`config.mk`:
```
export PLATFORM = sky130hd
export DESIGN_NAME = mpf_vtp_csr_responder_flat
export DESIGN_NICKNAME = d
export VERILOG_FILES = /design/src/rtl/mpf_vtp_csr_responder_if.sv /design/src/rtl/mpf_vtp_csr_responder.sv /design/src/flat_wrapper.sv
export SDC_FILE = /design/constraint.sdc
export NUM_CORES = 1
export LEC_CHECK = 0
export CAP_MARGIN = 30
export CORE_MARGIN = 1.5
export CORE_UTILIZATION = 56
export CTS_BUF_LIST = sky130_fd_sc_hd__clkbuf_16
export DETAILED_ROUTE_END_ITERATION = 10
export PLACE_DENSITY = 0.88
export SYNTH_ARGS = -nofsm -noshare
export SYNTH_HDL_FRONTEND = slang
export SYNTH_SLANG_ARGS = --single-unit
```
`constraint.sdc`:
```
create_clock -name clk -period 5.6 [get_ports clk]
set_clock_uncertainty 0.1 [all_clocks]
set_input_delay 0.84 -clock clk [delete_from_list [all_inputs] [get_ports clk]]
set_output_delay 0.84 -clock clk [all_outputs]
set_load 0.005 [all_outputs]
```
`src/rtl/mpf_vtp_csr_responder_if.sv`:
```
// ============================================================================
// Module : mpf_vtp_csr_responder_if
// Brief  : CSR request/response bus plus invalidation handshake for the VTP
//          CSR responder.
// Rev    : 1.0  initial release
// ============================================================================
`default_nettype none

interface mpf_vtp_csr_responder_if #(
    parameter int CSR_IDX_WIDTH = 4
);
    logic [CSR_IDX_WIDTH-1:0] csr_req_idx;
    logic                     rd_req_en;
    logic                     wr_req_en;
    logic [63:0]              wr_data;
    logic [63:0]              dfh_value;
    logic                     rd_rsp_valid;
    logic [63:0]              rd_data;
    logic                     inval_valid;
    logic                     inval_all;
    logic [63:0]              inval_vaddr;
    logic                     inval_ready;

    modport slave (
        input  csr_req_idx, rd_req_en, wr_req_en, wr_data, dfh_value, inval_ready,
        output rd_rsp_valid, rd_data, inval_valid, inval_all, inval_vaddr
    );

    modport master (
        output csr_req_idx, rd_req_en, wr_req_en, wr_data, dfh_value, inval_ready,
        input  rd_rsp_valid, rd_data, inval_valid, inval_all, inval_vaddr
    );
endinterface

`default_nettype wire

```
`src/rtl/mpf_vtp_csr_responder.sv`:
```
// ============================================================================
// Module : mpf_vtp_csr_responder
// Brief  : VTP-side CSR slave: control registers, invalidation launcher and
//          saturating hit/miss/fail statistics counters.
// Rev    : 1.0  initial release
// ============================================================================
`default_nettype none

module mpf_vtp_csr_responder #(
    parameter int          CSR_IDX_WIDTH = 4,
    parameter logic [63:0] VTP_UUID_LO   = 64'h0,
    parameter logic [63:0] VTP_UUID_HI   = 64'h0,
    parameter int          N_CTR_BITS    = 48
) (
    input  wire logic               clk,
    input  wire logic               reset_n,
    mpf_vtp_csr_responder_if.slave  csr,
    output logic                    vtp_enable,
    output logic [63:0]             page_table_paddr,
    input  wire logic               stat_hit_inc,
    input  wire logic               stat_miss_inc,
    input  wire logic               stat_fail_inc
);

    localparam logic [CSR_IDX_WIDTH-1:0] c_IDX_DFH     = CSR_IDX_WIDTH'(0);
    localparam logic [CSR_IDX_WIDTH-1:0] c_IDX_UUID_LO = CSR_IDX_WIDTH'(1);
    localparam logic [CSR_IDX_WIDTH-1:0] c_IDX_UUID_HI = CSR_IDX_WIDTH'(2);
    localparam logic [CSR_IDX_WIDTH-1:0] c_IDX_MODE    = CSR_IDX_WIDTH'(4);
    localparam logic [CSR_IDX_WIDTH-1:0] c_IDX_PT      = CSR_IDX_WIDTH'(5);
    localparam logic [CSR_IDX_WIDTH-1:0] c_IDX_VADDR   = CSR_IDX_WIDTH'(6);
    localparam logic [CSR_IDX_WIDTH-1:0] c_IDX_STATUS  = CSR_IDX_WIDTH'(7);
    localparam logic [CSR_IDX_WIDTH-1:0] c_IDX_HIT     = CSR_IDX_WIDTH'(8);
    localparam logic [CSR_IDX_WIDTH-1:0] c_IDX_MISS    = CSR_IDX_WIDTH'(9);
    localparam logic [CSR_IDX_WIDTH-1:0] c_IDX_FAIL    = CSR_IDX_WIDTH'(10);
    localparam logic [N_CTR_BITS-1:0]    c_CTR_ONE     = N_CTR_BITS'(1);

    logic                  r_rd_valid;
    logic [63:0]           r_rd_data;
    logic                  r_enable;
    logic [63:12]          r_pt;
    logic                  r_inval_valid;
    logic                  r_inval_all;
    logic [63:12]          r_inval_vaddr;
    logic                  r_ovf;
    logic [N_CTR_BITS-1:0] r_ctr [3];

    logic        w_wr_mode;
    logic        w_wr_pt;
    logic        w_wr_vaddr;
    logic        w_wr_status;
    logic        w_cmd;
    logic        w_slot_free;
    logic [2:0]  w_clr;
    logic [2:0]  w_inc;
    logic [63:0] w_rd_mux;
    logic        w_unused;

    assign w_wr_mode   = csr.wr_req_en && (csr.csr_req_idx == c_IDX_MODE);
    assign w_wr_pt     = csr.wr_req_en && (csr.csr_req_idx == c_IDX_PT);
    assign w_wr_vaddr  = csr.wr_req_en && (csr.csr_req_idx == c_IDX_VADDR);
    assign w_wr_status = csr.wr_req_en && (csr.csr_req_idx == c_IDX_STATUS);
    assign w_clr       = {csr.wr_req_en && (csr.csr_req_idx == c_IDX_FAIL),
                          csr.wr_req_en && (csr.csr_req_idx == c_IDX_MISS),
                          csr.wr_req_en && (csr.csr_req_idx == c_IDX_HIT)};
    assign w_inc       = {stat_fail_inc, stat_miss_inc, stat_hit_inc};
    assign w_unused    = ^csr.wr_data[11:2];

    // A command can launch when the slot is empty or is being emptied this cycle
    assign w_cmd       = (w_wr_mode && csr.wr_data[1]) || w_wr_vaddr;
    assign w_slot_free = !r_inval_valid || csr.inval_ready;

    always_comb begin
        w_rd_mux = '0;
        case (csr.csr_req_idx)
            c_IDX_DFH:     w_rd_mux = csr.dfh_value;
            c_IDX_UUID_LO: w_rd_mux = VTP_UUID_LO;
            c_IDX_UUID_HI: w_rd_mux = VTP_UUID_HI;
            c_IDX_MODE:    w_rd_mux = {63'b0, r_enable};
            c_IDX_PT:      w_rd_mux = {r_pt, 12'h0};
            c_IDX_STATUS:  w_rd_mux = {62'b0, r_ovf, r_inval_valid};
            c_IDX_HIT:     w_rd_mux = 64'(r_ctr[0]);
            c_IDX_MISS:    w_rd_mux = 64'(r_ctr[1]);
            c_IDX_FAIL:    w_rd_mux = 64'(r_ctr[2]);
            default:       w_rd_mux = '0;
        endcase
    end

    always_ff @(posedge clk or negedge reset_n) begin
        if (!reset_n) begin
            r_rd_valid    <= 1'b0;
            r_rd_data     <= '0;
            r_enable      <= 1'b0;
            r_pt          <= '0;
            r_inval_valid <= 1'b0;
            r_inval_all   <= 1'b0;
            r_inval_vaddr <= '0;
            r_ovf         <= 1'b0;
        end else begin
            r_rd_valid <= csr.rd_req_en;
            if (csr.rd_req_en) begin
                r_rd_data <= w_rd_mux;
            end
            if (w_wr_mode) begin
                r_enable <= csr.wr_data[0];
            end
            if (w_wr_pt) begin
                r_pt <= csr.wr_data[63:12];
            end
            if (w_cmd && w_slot_free) begin
                r_inval_valid <= 1'b1;
                r_inval_all   <= !w_wr_vaddr;
                r_inval_vaddr <= w_wr_vaddr ? csr.wr_data[63:12] : '0;
            end else if (csr.inval_ready) begin
                r_inval_valid <= 1'b0;
            end
            if (w_cmd && !w_slot_free) begin
                r_ovf <= 1'b1;
            end else if (w_wr_status && csr.wr_data[1]) begin
                r_ovf <= 1'b0;
            end
        end
    end

    // Clear beats a coincident increment; counters stick at all ones
    always_ff @(posedge clk or negedge reset_n) begin
        if (!reset_n) begin
            for (int i = 0; i < 3; i++) begin
                r_ctr[i] <= '0;
            end
        end else begin
            for (int i = 0; i < 3; i++) begin
                if (w_clr[i]) begin
                    r_ctr[i] <= '0;
                end else if (w_inc[i] && !(&r_ctr[i])) begin
                    r_ctr[i] <= r_ctr[i] + c_CTR_ONE;
                end
            end
        end
    end

    assign csr.rd_rsp_valid = r_rd_valid;
    assign csr.rd_data      = r_rd_data;
    assign csr.inval_valid  = r_inval_valid;
    assign csr.inval_all    = r_inval_all;
    assign csr.inval_vaddr  = {r_inval_vaddr, 12'h0};
    assign vtp_enable       = r_enable;
    assign page_table_paddr = {r_pt, 12'h0};

endmodule

`default_nettype wire
```
`src/flat_wrapper.sv`:
```
// flat-port wrapper written by rule: the top's interface ports become plain ports
module mpf_vtp_csr_responder_flat 
#(
    parameter int          CSR_IDX_WIDTH = 4,
    parameter logic [63:0] VTP_UUID_LO   = 64'h0,
    parameter logic [63:0] VTP_UUID_HI   = 64'h0,
    parameter int          N_CTR_BITS    = 48
)
  (clk, reset_n, vtp_enable, page_table_paddr, stat_hit_inc, stat_miss_inc, stat_fail_inc, csr_csr_req_idx, csr_rd_req_en, csr_wr_req_en, csr_wr_data, csr_dfh_value, csr_inval_ready, csr_rd_rsp_valid, csr_rd_data, csr_inval_valid, csr_inval_all, csr_inval_vaddr);
  mpf_vtp_csr_responder_if #(.CSR_IDX_WIDTH(CSR_IDX_WIDTH)) csr_i ();
  input  wire logic clk;
  input  wire logic reset_n;
  output logic vtp_enable;
  output logic [63:0] page_table_paddr;
  input  wire logic stat_hit_inc;
  input  wire logic stat_miss_inc;
  input  wire logic stat_fail_inc;
  input wire logic [$bits(csr_i.csr_req_idx)-1:0] csr_csr_req_idx;
  input wire logic [$bits(csr_i.rd_req_en)-1:0] csr_rd_req_en;
  input wire logic [$bits(csr_i.wr_req_en)-1:0] csr_wr_req_en;
  input wire logic [$bits(csr_i.wr_data)-1:0] csr_wr_data;
  input wire logic [$bits(csr_i.dfh_value)-1:0] csr_dfh_value;
  input wire logic [$bits(csr_i.inval_ready)-1:0] csr_inval_ready;
  output wire logic [$bits(csr_i.rd_rsp_valid)-1:0] csr_rd_rsp_valid;
  output wire logic [$bits(csr_i.rd_data)-1:0] csr_rd_data;
  output wire logic [$bits(csr_i.inval_valid)-1:0] csr_inval_valid;
  output wire logic [$bits(csr_i.inval_all)-1:0] csr_inval_all;
  output wire logic [$bits(csr_i.inval_vaddr)-1:0] csr_inval_vaddr;
  assign csr_i.csr_req_idx = csr_csr_req_idx;
  assign csr_i.rd_req_en = csr_rd_req_en;
  assign csr_i.wr_req_en = csr_wr_req_en;
  assign csr_i.wr_data = csr_wr_data;
  assign csr_i.dfh_value = csr_dfh_value;
  assign csr_i.inval_ready = csr_inval_ready;
  assign csr_rd_rsp_valid = csr_i.rd_rsp_valid;
  assign csr_rd_data = csr_i.rd_data;
  assign csr_inval_valid = csr_i.inval_valid;
  assign csr_inval_all = csr_i.inval_all;
  assign csr_inval_vaddr = csr_i.inval_vaddr;
  mpf_vtp_csr_responder #(.CSR_IDX_WIDTH(CSR_IDX_WIDTH), .VTP_UUID_LO(VTP_UUID_LO), .VTP_UUID_HI(VTP_UUID_HI), .N_CTR_BITS(N_CTR_BITS)) u_core (.clk(clk), .reset_n(reset_n), .csr(csr_i), .vtp_enable(vtp_enable), .page_table_paddr(page_table_paddr), .stat_hit_inc(stat_hit_inc), .stat_miss_inc(stat_miss_inc), .stat_fail_inc(stat_fail_inc));
endmodule
```
==> results of run 1 <==
[logic make-up (layout without fill, tap and decap cells)]
kind of cell             after synthesis  in the layout  share of synthesized area [%]
AND/OR/NAND/NOR                      528            528                          17.82
AO/OA/AOI/OAI                        336            336                          16.15
flip-flops                           317            317                          50.28
buffers and inverters                236            500                          6.352
XOR/XNOR                              92             92                          5.107
multiplexers                          57             57                          4.036
adder cells (fa/ha/maj)                3              3                         0.2379
other                                  1             25                        0.02377
[metrics by stage]
step	instance area, sq um	power (mW)	cells	utilization [%]	hold slack, ps
CTS	20140	6.019	2233	72.51	406.1
global placement	19000	3.757	2167	68.39	389.4
finish	20180	6.017	2236	72.63	369.1
global route	20180	6.235	2236	72.63	415.6
floorplan	15860	3.147	1593	-	398.1
detailed placement	19050	3.806	2170	68.59	389.8
[worst max-delay path, delay by kind of cell (launching register included)]
family	cells	cell delay, ps
AOI/OAI and AO/OA	2	1070
DFF	1	530
buffers and inverters	1	320
and+or+nand+nor	4	1500
[synth_stat cells (5+ instances only)]
| library cell | n | share of area, % |
|---|---|---|
| a222oi_1 | 36 | 2.3 |
| o31ai_1 | 10 | 0.48 |
| xnor2_1 | 34 | 1.9 |
| nor2_1 | 124 | 3.0 |
| xor2_1 | 58 | 3.2 |
| buf_1 | 7 | 0.17 |
| nor4_2 | 5 | 0.40 |
| o21ai_0 | 23 | 0.73 |
| nand4_1 | 65 | 2.6 |
| a22o_1 | 62 | 3.4 |
| o22ai_1 | 64 | 2.5 |
| nand2_1 | 84 | 2.0 |
| or3_1 | 23 | 0.91 |
| nor4_1 | 26 | 1.0 |
| a21oi_1 | 38 | 1.2 |
| o211ai_1 | 15 | 0.71 |
| nor3_2 | 6 | 0.38 |
| or4_1 | 26 | 1.2 |
| and2_1 | 10 | 0.40 |
| nor3_1 | 28 | 0.89 |
| buf_2 | 10 | 0.32 |
| and4_1 | 11 | 0.61 |
| dfrtp_1 | 317 | 50 |
| mux2_2 | 53 | 3.8 |
| nand3_1 | 73 | 2.3 |
| a22oi_1 | 19 | 0.90 |
| clkbuf_1 | 77 | 1.8 |
| nand2b_1 | 8 | 0.32 |
| and3_1 | 21 | 0.83 |
| buf_4 | 25 | 1.2 |
| inv_1 | 114 | 2.7 |
| a221oi_1 | 46 | 2.6 |
[metal layers]
| metal | up-vias | share of wire, % | wire length [microns] | track usage, % |
|---|---|---|---|---|
| met5 | - | 0 | 0 | 0 |
| met3 | 176 | 9.5 | 4769 | 6.292 |
| li1 | 6318 | - | - | - |
| met2 | 1027 | 48 | 24390 | 56.50 |
| met1 | 7140 | 38 | 19030 | 46.12 |
| met4 | 0 | 4.4 | 2217 | 13.54 |
[power groups by stage]
stage	Combinational [mW]	Clock, mW	Sequential [mW]
3_3_place_gp	0.941	0	2.82
4_1_cts	0.990	2.23	2.79
6_report	0.995	2.22	2.81
3_5_place_dp	0.979	0	2.83
5_1_grt	1.07	2.34	2.83
2_1_floorplan	0.380	0	2.77
[area by class of cell]
cell class | count | area (sq um)
timing repair buffer | 323 | 3252
tap | 378 | 473.0
antenna | 1 | 2.502
sequential | 317 | 7933
fill | 1879 | 7605
multi-input combinational | 1040 | 7000
clock buffer | 35 | 875.8
clock inverter | 28 | 212.7
inverter | 114 | 427.9
[state kept, by name, indices dropped and copies added (netlist names)]
signal,cells
u_core.csr.inval_all,1
u_core.r_ctr,144
u_core.r_pt,52
u_core.csr.rd_data,64
u_core.r_ovf,1
u_core.vtp_enable,1
u_core.r_inval_vaddr,52
u_core.csr.inval_valid,1
u_core.csr.rd_rsp_valid,1
[how the worst max path moves through the flow]
stage	from	to	depth (start not counted)
2_1_floorplan	csr_csr_req_idx[1]	u_core.csr.rd_data[63]	6
3_5_place_dp	csr_csr_req_idx[3]	u_core.r_ctr[119]	7
5_1_grt	u_core.r_ctr[103]	u_core.r_ctr[121]	7
4_1_cts	u_core.r_ctr[103]	u_core.r_ctr[121]	7
3_3_place_gp	csr_csr_req_idx[2]	u_core.r_pt[33]	6
6_report	u_core.r_ctr[103]	u_core.r_ctr[121]	7
[cell usage in the layout, fill, tap and decap left out, types with 19 or more instances in the layout]
| cell type | count |
|---|---|
| dfrtp_1 | 317 |
| clkdlybuf4s50_1 | 299 |
| nor2_1 | 122 |
| inv_1 | 122 |
| nand2_1 | 84 |
| nand3_1 | 73 |
| nand4_1 | 65 |
| o22ai_1 | 64 |
| a22o_1 | 62 |
| xor2_1 | 58 |
| mux2_2 | 53 |
| a221oi_1 | 46 |
| a21oi_1 | 38 |
| a222oi_1 | 36 |
| clkbuf_16 | 35 |
| xnor2_1 | 34 |
| nor3_1 | 27 |
| nor4_1 | 26 |
| or4_1 | 26 |
| conb_1 | 24 |
| o21ai_0 | 23 |
| or3_1 | 23 |
| and3_1 | 21 |
| a22oi_1 | 19 |
==> summary.txt, run 1 <==
Run status
  • Status: completed

Pwr
  • Clock power share: 36.8%
  • Sw power: 1.612 mW
  • Pleak: 8.378 nW
  • Proportion of power drawn by combinational gates: 16.5%
  • Sequential power share: 46.6%
  • Peak supply drop: 0.2439 mV
  • Pwr Density: 298.2 nW/um^2
  • Sw frac: 26.80%
  • Cell-internal power: 4.404 mW

Die
  • Die width: 170.9 microns
  • Core area: between 20000 and 30000 sq um
  • Row Count: 61
  • Die H: 170.9 microns
  • Starting Density: 56.79%
  • I/O Pins: 336
  • Total die area: approximately 30000 sq um

Finish
  • Area Overhead vs Synth: 27.88%
  • Final #Nets: 1974
  • Layout cells sized above 1: under 10%

Setup path
  • Max stage delay on crit path: 890 ps
  • Reg-to-Reg Start: u_core.r_ctr[103]
  • R2r worst-path depth: 7
  • CP cell instances: nand4_1 > nor3_2 > nand4_1 > o21ai_1 > buf_4 > nor4_1 > o21a_1
  • Worst path arrival time: 3930 ps
  • Cell with the most instances on the worst path: nand4_1
  • Register-to-register setup slack: 1960 ps
  • Slowest CP cell: o21ai_1
  • Reg2reg end: u_core.r_ctr[121]
  • Kind of start point of the critical path: flip-flop
  • Worst Path Max Fanout: 12
  • Crit Path Class: reg2reg
  • Worst Path Required: 5890 ps
  • Worst Setup End Kind: flip-flop

Clock network
  • Setup bufs post-CTS: 0
  • H-tree depth: 2
  • Clock Pin Slew Worst Setup and Hold Paths: 60 ps
  • Num CTS Buffers: 35
  • TritonCTS clock tree: yes
  • Worst-Skew Late Latency: 520 ps
  • Cts repair resizes: 0
  • Root Buffer: clkbuf_16
  • CTS Sinks: about 320
  • Hold-fix buffer count after cts: 0
  • Bufs on Longest Clock Path: 3

GRT
  • Largest net degree at the start of global routing: around 130
  • Grt total ovfl: 0
  • First-pass GRT wire length: slightly below 80000 microns
  • Number of global-route vias before repair: 14210
  • GRT Util Overall: 34.63%
  • Initial antenna violation count: 1

Synth
  • Netlist cell types: 63
  • Post-Syn Area: between 15000 and 20000 sq um
  • Syn_area_per_cell: 10.05 sq um
  • Synth Warn #: 0
  • Sequential fraction of the synthesis area: 50.28%
  • Post-Synthesis Cells: 1570
  • Synth Register Bits: 317
  • Async SR Flop Fraction: 100.0%
  • Main flop type after synthesis: dfrtp_1
  • EDFF count, synth: 0

Job
  • MaxCap Viol Count: 0

Timing
  • Final Hold Vio Count: 0
  • Crit share post-route: 65.04%
  • Final setup TNS: 0 ps
  • Final min period: about 3600 ps
  • Final setup fails: 0
  • RSZ-0062 raised after global routing: false
  • F_max: roughly 270 MHz
  • Final count of pins violating max slew: 0
  • Relative max-transition margin: 33.10%
  • Worst-Margin Slew: 1004 ps
  • Final setup margin: 1958 ps

Detailed routing
  • DR pass1 iterations: 7
  • Via-to-Cell Ratio: 6.557
  • Vias: 14660
  • Residual DRC: 0
  • Iter 0 DRT Violations: between 2000 and 2500
  • Post-Route WL: 50410 microns
  • Drt wl/cell: roughly 23 microns
  • Post-route ant nets: 0

Min path
  • Hold Crit Class: in2async

Placed design
  • Gpl congestion: between 1 and 1.5
  • Port Buf Inserts: 301
  • DPL Wire Length: 35020 microns
  • Pre-CTS setup slack: 1749 ps
No activity file was read; power rests on OpenSTA's default activity.
==> inputs of run 2 (changes only) <==
- CORE_UTILIZATION: 56 -> 47
- PLACE_DENSITY: 0.88 -> 0.79
- clock period: 5.6 -> 3.1 ns (I/O delays scaled with it)
==> summary.txt, run 2 (synthesis gave the netlist of run 1 again) <==
Run status
  • Status: completed

Placed design
  • Gpl congestion: 0.9926 (-4.3%)
  • DPL Wire Length: 36760 microns (+5.0%)
  • Dpl cells: 2276 (+4.9%)
  • Port Buf Inserts: 301 (unchanged)

Setup path
  • Reg2reg end: u_core.r_ctr[43]
  • Slowest CP cell: nor3_2
  • Crit path from: u_core.r_ctr[32]
  • CP cell instances: nand4_1 > nor3_2 > a41o_1 > nor3_1 > xnor2_1 > nor2_1
  • Register-to-register setup slack: 310 ps (-1640 ps)
  • Reg-to-Reg Start: u_core.r_ctr[32]
  • Max stage delay on crit path: 760 ps (-130 ps)
  • Worst Setup End Kind: flip-flop
  • Worst setup endpoint: u_core.r_ctr[43]
  • Crit Path Class: reg2reg
  • Kind of start point of the critical path: flip-flop
  • Worst path arrival time: 3090 ps (-840 ps)
  • R2r worst-path depth: 6 (-1)
  • Worst Path Max Fanout: 14 (+2)
  • Worst Path Required: 3400 ps (-2490 ps)

Finish
  • Fill cells: 2605 (+39%)
  • Area Overhead vs Synth: 31.36%
  • Layout cells sized above 1: 10.53% (+2.2 points)
  • Commonest cells after routing, fill and taps aside: 317 x dfrtp_1, 299 x clkdlybuf4s50_1, 122 x nor2_1, 119 x inv_1, 84 x nand2_1
  • Fin cells: 2345 (+4.9%)
  • Final #Nets: 2015 (+2.1%)
  • Commonest non-fill, non-tap cell in the layout: dfrtp_1
  • Top reg by flops: u_core.r_ctr
  • Max reg flops: 144 (unchanged)

GRT
  • First-pass GRT wire length: 77860 microns (-1.4%)
  • GRT Util Overall: 29.08% (-5.6 points)
  • Largest net degree at the start of global routing: 92 (-31%)
  • Initial antenna violation count: 2 (+1)
  • Number of global-route vias before repair: 13590 (-4.4%)
  • Grt total ovfl: 0 (unchanged)

Die
  • Starting Density: 48.13% (-8.7 points)
  • Row Count: 66 (+8.2%)
  • Total die area: 34680 sq um (+19%)
  • Die H: 186.2 microns (+9.0%)
  • Die width: 186.2 microns (+9.0%)
  • I/O Pins: 336 (unchanged)
  • Core area: 32780 sq um (+18%)

Timing
  • RSZ-0062 raised after global routing: false
  • Worst-Margin Slew: 826.5 ps (-177.1 ps)
  • Crit share post-route: 89.90% (+25 points)
  • Relative max-transition margin: 44.60% (+12 points)
  • Final setup fails: 0 (unchanged)
  • Final Hold Vio Count: 0 (unchanged)
  • Final min period: 2787 ps (-855.2 ps)
  • F_max: 358.8 MHz (+31%)
  • Final setup TNS: 0 ps (unchanged)
  • Final count of pins violating max slew: 0 (unchanged)

Detailed routing
  • Vias: 14300 (-2.4%)
  • Iter 0 DRT Violations: 2032 (-11%)
  • DR pass1 iterations: 6 (-1)
  • Drt wl/cell: 21.40 microns (-5.1%)
  • Via-to-Cell Ratio: 6.099 (-7.0%)
  • Residual DRC: 0 (unchanged)
  • Post-Route WL: 50190 microns (-0.44%)
  • Post-route ant nets: 0 (unchanged)

Clock network
  • Root Buffer: clkbuf_16
  • Bufs on Longest Clock Path: 3 (unchanged)
  • H-tree depth: 2 (unchanged)
  • CTS Sinks: 317 (unchanged)
  • TritonCTS clock tree: yes
  • Cts repair resizes: 0 (unchanged)
  • Worst-Skew Late Latency: 530 ps (about the same)
  • Num CTS Buffers: 35 (unchanged)
  • Clock Pin Slew Worst Setup and Hold Paths: 60 ps (about the same)

Pwr
  • Peak supply drop: 0.3999 mV (+64%)
  • Final Power: 11.17 mW (+86%)
  • Pwr Density: 538.9 nW/um^2 (+81%)
  • Pleak: 8.627 nW (+3.0%)

Job
  • MaxCap Viol Count: 0 (unchanged)

Min path
  • Hold Crit Class: reg2reg
==> run 2: final cells by class <==
cell class	instances	area, sq um	area share (%)
tap	442	553.0	2.668
timing repair buffer	364	3626	17.50
clock inverter	28	274.0	1.322
inverter	114	427.9	2.065
multi-input combinational	1040	7000	33.78
clock buffer	36	900.9	4.347
sequential	317	7933	38.28
antenna	4	10.01	0.04830
==> run 2: worst min-delay path by stage <==
| stage | depth (start not counted) | slack [ps] | endpoint | startpoint |
|---|---|---|---|---|
| final | 1 | 400 | u_core.r_inval_vaddr[38] | u_core.r_inval_vaddr[38] |
| after global routing | 1 | 420 | u_core.r_inval_vaddr[29] | u_core.r_inval_vaddr[29] |
| after global placement | 1 | 390 | u_core.r_inval_vaddr[41] | u_core.r_inval_vaddr[41] |
| after CTS | 1 | 410 | u_core.r_inval_vaddr[46] | u_core.r_inval_vaddr[46] |
| after floorplan | 0 | 70 | u_core.csr.inval_all | reset_n |
| after detailed placement | 1 | 390 | u_core.r_inval_vaddr[38] | u_core.r_inval_vaddr[38] |
==> run 2: timing repair <==
item	in CTS	in global routing
setup buffers	0	0
hold endpoints to repair	84	0
hold buffers	1	0
endpoints found under the setup margin	0	0
==> run 2: per-stage QoR <==
stage | setup slack (ps) | area [sq um] | hold slack (ps) | utilization (%)
global route | 209.1 | 20720 | 419.7 | 63.20
finish | 313.2 | 20720 | 404.0 | 63.22
CTS | 422.1 | 20710 | 407.8 | 63.19
global placement | 269.8 | 19530 | 389.5 | 59.57
floorplan | 840.6 | 15860 | 69.41 | -
detailed placement | 172.5 | 19530 | 390.9 | 59.57
==> run 2: report_power, final <==
group          leakage [nW]  switching, mW  internal [mW]
Clock                 0.600           1.73           2.54
Combinational          3.79          0.712           1.09
Sequential             4.24          0.528           4.57
==> run 2: critical path: cells and delay by family (launching register included) <==
family / cells / cell delay [ps]
and+or+nand+nor: 4 / 1240
DFF: 1 / 450
xor gates and xnor gates: 1 / 190
AOI/OAI and AO/OA: 1 / 670
==> run 2: metal layers <==
layer  GRT usage [%]  vias up  routed length (microns)
li1                -     6398                        -
met2           47.07      744                    24360
met4           10.61        0                     1760
met3           4.731      119                     4053
met5               0        -                        0
met1           39.53     7042                    20010
==> edit 1 (settings of run 2) <==
Make the reset (`reset_n`) synchronous in 2 clocked blocks.
--- a/src/rtl/mpf_vtp_csr_responder.sv
+++ b/src/rtl/mpf_vtp_csr_responder.sv
@@ -85,7 +85,7 @@
         endcase
     end
 
-    always_ff @(posedge clk or negedge reset_n) begin
+    always_ff @(posedge clk) begin
         if (!reset_n) begin
             r_rd_valid    <= 1'b0;
             r_rd_data     <= '0;
@@ -122,7 +122,7 @@
     end
 
     // Clear beats a coincident increment; counters stick at all ones
-    always_ff @(posedge clk or negedge reset_n) begin
+    always_ff @(posedge clk) begin
         if (!reset_n) begin
             for (int i = 0; i < 3; i++) begin
                 r_ctr[i] <= '0;
Function: differs if reset_n is asserted again (counterexample within 4 cycles, from zero or initial values and one cycle with reset_n low); with reset_n held inactive, the same outputs for 4 cycles.
==> edit 1 against run 2 <==
  * Final area up 0.43%
  * Synthesized cell count up 9.3%
  * Non-clock buffer count down 7
  * Area after synthesis up 2.3%
  * Fmax up 5.0%
  * Global-route usage down 1.4 points
  * Setup slack better by 0.13 ns
  * Core utilization down 1.5 points
  * Critical path depth up 1
  * Wire length up 0.48%
  * Sequential cell count unchanged
Power is not compared: it rests on default switching activity, and its combinational part moved more than twofold at a synthesized area within 25%.
==> edit 1: results <==
placement:
  placedCellCount: 2396
  post-place-ws_ns: 0.1061
  detailed_placer_s_ending_hpwl_mm: 35.73
global_route:
  grt_pass1_wl_mm: 77.41
  grt_max_degree: 173
  global_route_total_usage_across_every_layer_pct: 27.66
logic_synthesis:
  synth_xor_xnor_area_share_pct: 6.184
  synth_common_cells: "nand2_1, dfxtp_1, edfxtp_1, a22oi_1, nor2_1"
  synth_async_sr_flop_share_pct: 0
  ys_top_cells_by_area: "edfxtp_1, dfxtp_1, a22oi_1"
  synthCells: 1716
hold_path:
  holdPathEnd: "u_core.csr.rd_data[1]"
  worstHoldPathCells: 2
  timing.hold.worst.start: "reset_n"
detailed_routing:
  detailedRoute.firstIterationViolations: 1621
  avgRoutedWirePerCell_microns: 20.50
layout:
  finish.cell_count_without_fillers: 2460
  final_net_count: 2128
setup_path:
  capture_point_of_the_worst_reg_to_reg_path: "u_core.r_ctr[0][29]"
  reg2reg_slack_ns: 0.45
  worst-r2r-cell-count: 7
  cpMaxStageDelayCell: "edfxtp_1"
  critical_path_peak_fanout: 32
sta:
  finalWorstSetupSlack_ns: 0.4461
  hold_slack_ns: 0.1089
run_status:
  status: "complete, no violations"
[edit 1: changes by cell type after synthesis, moves of 54 or more]
cell,change
a21boi_0,+54
dfrtp_1,-317
dfxtp_1,+173
edfxtp_1,+144
a22o_1,-62
inv_1,-83
a22oi_1,+121
nor2b_1,+105
nand2_1,+120
[edit 1: critical path, delay by kind of cell (launching register included)]
kind	cells	cell delay, ns
compound gates	1	0.25
fa+ha+maj	1	0.23
buf+inv	1	0.33
flops	1	0.44
simple gates	4	1.04
[edit 1: per-layer routing]
metal / vias up / share of wire, % / GRT usage, %
li1: 6715 / - / -
met1: 6914 / 39 / 35.20
met2: 768 / 47 / 45.30
met3: 102 / 11 / 8.195
met4: 0 / 2.6 / 8.486
met5: - / 0 / 0
[edit 1: cell type report]
class	count	area [sq um]
multi-input cells	1243	7676
clock buffers	37	925.9
fillers	2717	12880
flip-flops and latches	317	7787
well taps	448	560.5
repair buffers	357	3551
clock inverters	27	197.7
inverters	31	116.4
[edit 1: how the worst max path moves through the flow]
stage	from	to	depth (start not counted)
6_report	u_core.r_ctr[0][0]	u_core.r_ctr[0][29]	7
3_5_place_dp	csr_csr_req_idx[2]	u_core.csr.rd_data[40]	7
3_3_place_gp	csr_csr_req_idx[2]	u_core.r_ctr[0][2]	8
5_1_grt	u_core.r_ctr[0][0]	u_core.r_ctr[0][29]	7
4_1_cts	u_core.r_ctr[0][0]	u_core.r_ctr[0][29]	7
2_1_floorplan	u_core.r_ctr[0][0]	u_core.r_ctr[0][0]	8
[edit 1: kinds of logic after synthesis]
| logic type | after synthesis |
|---|---|
| flops | 317 |
| xor+xnor | 114 |
| mux | 4 |
| compound gates | 375 |
| other cells | 1 |
| buf+inv | 179 |
| simple gates | 723 |
| fa+ha+maj | 3 |
[edit 1: power by group]
part	internal, mW	total [mW]	switching (mW)	leakage, nW
clock	2.34	4.10	1.75	0.580
sequential	4.56	4.82	0.254	2.93
combinational	0.411	0.826	0.416	3.11
==> edit 2 (config.mk and constraints of run 2) <==
Made on the original files. `CSR_IDX_WIDTH` is set to 4 in 3 places; all go to 3.
--- a/src/rtl/mpf_vtp_csr_responder_if.sv
+++ b/src/rtl/mpf_vtp_csr_responder_if.sv
@@ -7,7 +7,7 @@
 `default_nettype none
 
 interface mpf_vtp_csr_responder_if #(
-    parameter int CSR_IDX_WIDTH = 4
+    parameter int CSR_IDX_WIDTH = 3
 );
     logic [CSR_IDX_WIDTH-1:0] csr_req_idx;
     logic                     rd_req_en;
--- a/src/rtl/mpf_vtp_csr_responder.sv
+++ b/src/rtl/mpf_vtp_csr_responder.sv
@@ -7,7 +7,7 @@
 `default_nettype none
 
 module mpf_vtp_csr_responder #(
-    parameter int          CSR_IDX_WIDTH = 4,
+    parameter int          CSR_IDX_WIDTH = 3,
     parameter logic [63:0] VTP_UUID_LO   = 64'h0,
     parameter logic [63:0] VTP_UUID_HI   = 64'h0,
     parameter int          N_CTR_BITS    = 48
--- a/src/flat_wrapper.sv
+++ b/src/flat_wrapper.sv
@@ -1,7 +1,7 @@
 // flat-port wrapper written by rule: the top's interface ports become plain ports
 module mpf_vtp_csr_responder_flat 
 #(
-    parameter int          CSR_IDX_WIDTH = 4,
+    parameter int          CSR_IDX_WIDTH = 3,
     parameter logic [63:0] VTP_UUID_LO   = 64'h0,
     parameter logic [63:0] VTP_UUID_HI   = 64'h0,
     parameter int          N_CTR_BITS    = 48
Interface: changed (resized csr_csr_req_idx); port bits go from 336 to 335. The function was not compared with the original's and may differ.
==> edit 2 against run 2 <==
  * Die area is 54% lower
  * Sequential cell count is 144 lower
  * Clock power is 56% lower
  * Final area is 48% lower
  * Power is 45% lower
  * Global-route usage is 1.8 points lower
  * Wire length is 57% lower
  * Area after synthesis is 54% lower
  * Setup slack better by 0.66 ns
  * Register-to-register slack better by 1.1 ns
  * Critical path type is now primary input to flip-flop
  * Largest cell class unchanged
==> edit 2: results <==
run_status:
  status: "complete, no violations"
detailed_routing:
  detailedRoute.firstIterationViolations: 343
  routed-via-count: 5761
  routed_wl_mm: 21.43
  drt-pass1-iter-count: 6
logic_synthesis:
  yosysUniqueCellTypes: 28
  synth_async_sr_flop_share_pct: 100.0
  synth_mux_area_share_pct: 11.04
  sequential_area_share_after_synthesis_pct: 60.08
  synth_xor_xnor_area_share_pct: 0
  compound_cell_area_share_of_the_yosys_netlist_pct: 17.61
  ys.flop_type: "dfrtp_1"
  synth_common_cells: "dfrtp_1, inv_1, o22ai_1, a22o_1, a22oi_1"
  ys_top_cells_by_area: "dfrtp_1, mux2_4, a22o_1"
  adder_cell_area_share_of_the_yosys_netlist_pct: 0
  yosys_warnings: 0
placement:
  place.port_buffers: 297
  dpl-instance-area_sq_um: 10260
  detailed_placer_s_ending_hpwl_mm: 15.48
  gp_routability_congestion: 0.8176
cts:
  post_cts_hold_buffer_count: 1
  clk_root_buffer_cell: "clkbuf_16"
  cts_inserted_buffers: 17
  htree_num_levels: 4
  cts_resized: 0
  path_clk_slew_ns: 0.06
  cts_setup_buffers: 0
  maximum_buffer_depth_of_the_clock_tree: 2
  clk_latency_ns: 0.42
sta:
  relSlewSlack_pct: 59.89
  timing.final.hold_violations: 0
  hold_slack_ns: 0.3967
  setup-tns-final_ns: 0
global_route:
  grt_pass1_wl_mm: 33.64
  global_route_total_usage_across_every_layer_pct: 27.23
  grt_max_degree: 77
  grt_pass1_vias: 6102
  antenna_found_initial: 0
layout:
  final_layout_size_suffix_gt1_share_pct: 11.79
  final_net_count: 984
  largest_reg_flops: 64
  diodes_inserted: 0
pwr:
  power.leakage_nw: 4.758
  power.ir.vdd_worst_uv: 347.0
  power.share.switching_pct: 25.11
setup_path:
  critical_path_peak_fanout: 52
  cp-startpoint: "csr_csr_req_idx[1]"
  reg2reg_from: "u_core.csr.inval_valid"
  critical_path_arrival_ns: 2.34
  reg2reg_slack_ns: 1.44
hold_path:
  hold_path.class: "primary input to async pin"
edit 2: logic make-up after synthesis:
logic type / after synthesis
flip-flops: 173
AO/OA/AOI/OAI: 173
multiplexers: 54
other: 1
buffers and inverters: 130
AND/OR/NAND/NOR: 26
edit 2: final timing paths:
kind	endpoint	cells past startpoint
max	u_core.csr.rd_data[24]	5
max in group asynchronous	u_core.csr.rd_data[50]	3
min reg2reg	u_core.r_inval_vaddr[21]	1
min	u_core.csr.rd_data[22]	2
max reg2reg	u_core.r_inval_vaddr[55]	4
min in group clk	u_core.r_inval_vaddr[21]	1
edit 2: area by class of cell:
cell class | instances | area [sq um]
clock buffer | 17 | 425.4
fill | 1040 | 4303
sequential | 173 | 4329
inverter | 63 | 236.5
clock inverter | 14 | 90.09
timing repair buffer | 313 | 3142
tap | 188 | 235.2
multi-input combinational | 277 | 2328
edit 2: stage by stage:
stage	instances	setup WS (ns)	util (%)
final	1045	0.9766	71.48
after global routing	1045	0.9089	71.48
after CTS	1045	1.019	71.48
after detailed placement	1013	0.5815	68.00
after global placement	1013	0.6136	68.00
after floorplan	580	1.353	-
edit 2: layer usage:
| layer | vias to the layer above | global-route usage [%] | wire length (microns) |
|---|---|---|---|
| li1 | 2543 | - | - |
| met1 | 2863 | 32.40 | 8147 |
| met2 | 302 | 45.27 | 10640 |
| met3 | 53 | 10.04 | 1960 |
| met4 | 0 | 10.36 | 680 |
| met5 | - | 0 | 0 |
edit 2: power groups by stage:
stage               registers (mW)  logic [mW]  clock network (mW)
floorplan                     2.82       0.487                   0
global placement              2.84        1.42                   0
detailed placement            2.85        1.44                   0
CTS                           2.82        1.46                1.93
global route                  2.86        1.53                2.03
finish                        2.82        1.44                1.90
edit 2: critical path: stages:
cell and delay, ns:
clkdlybuf4s50_1 0.57, and3b_2 0.34, buf_4 0.50, a22oi_1 0.22, o22ai_1 0.22
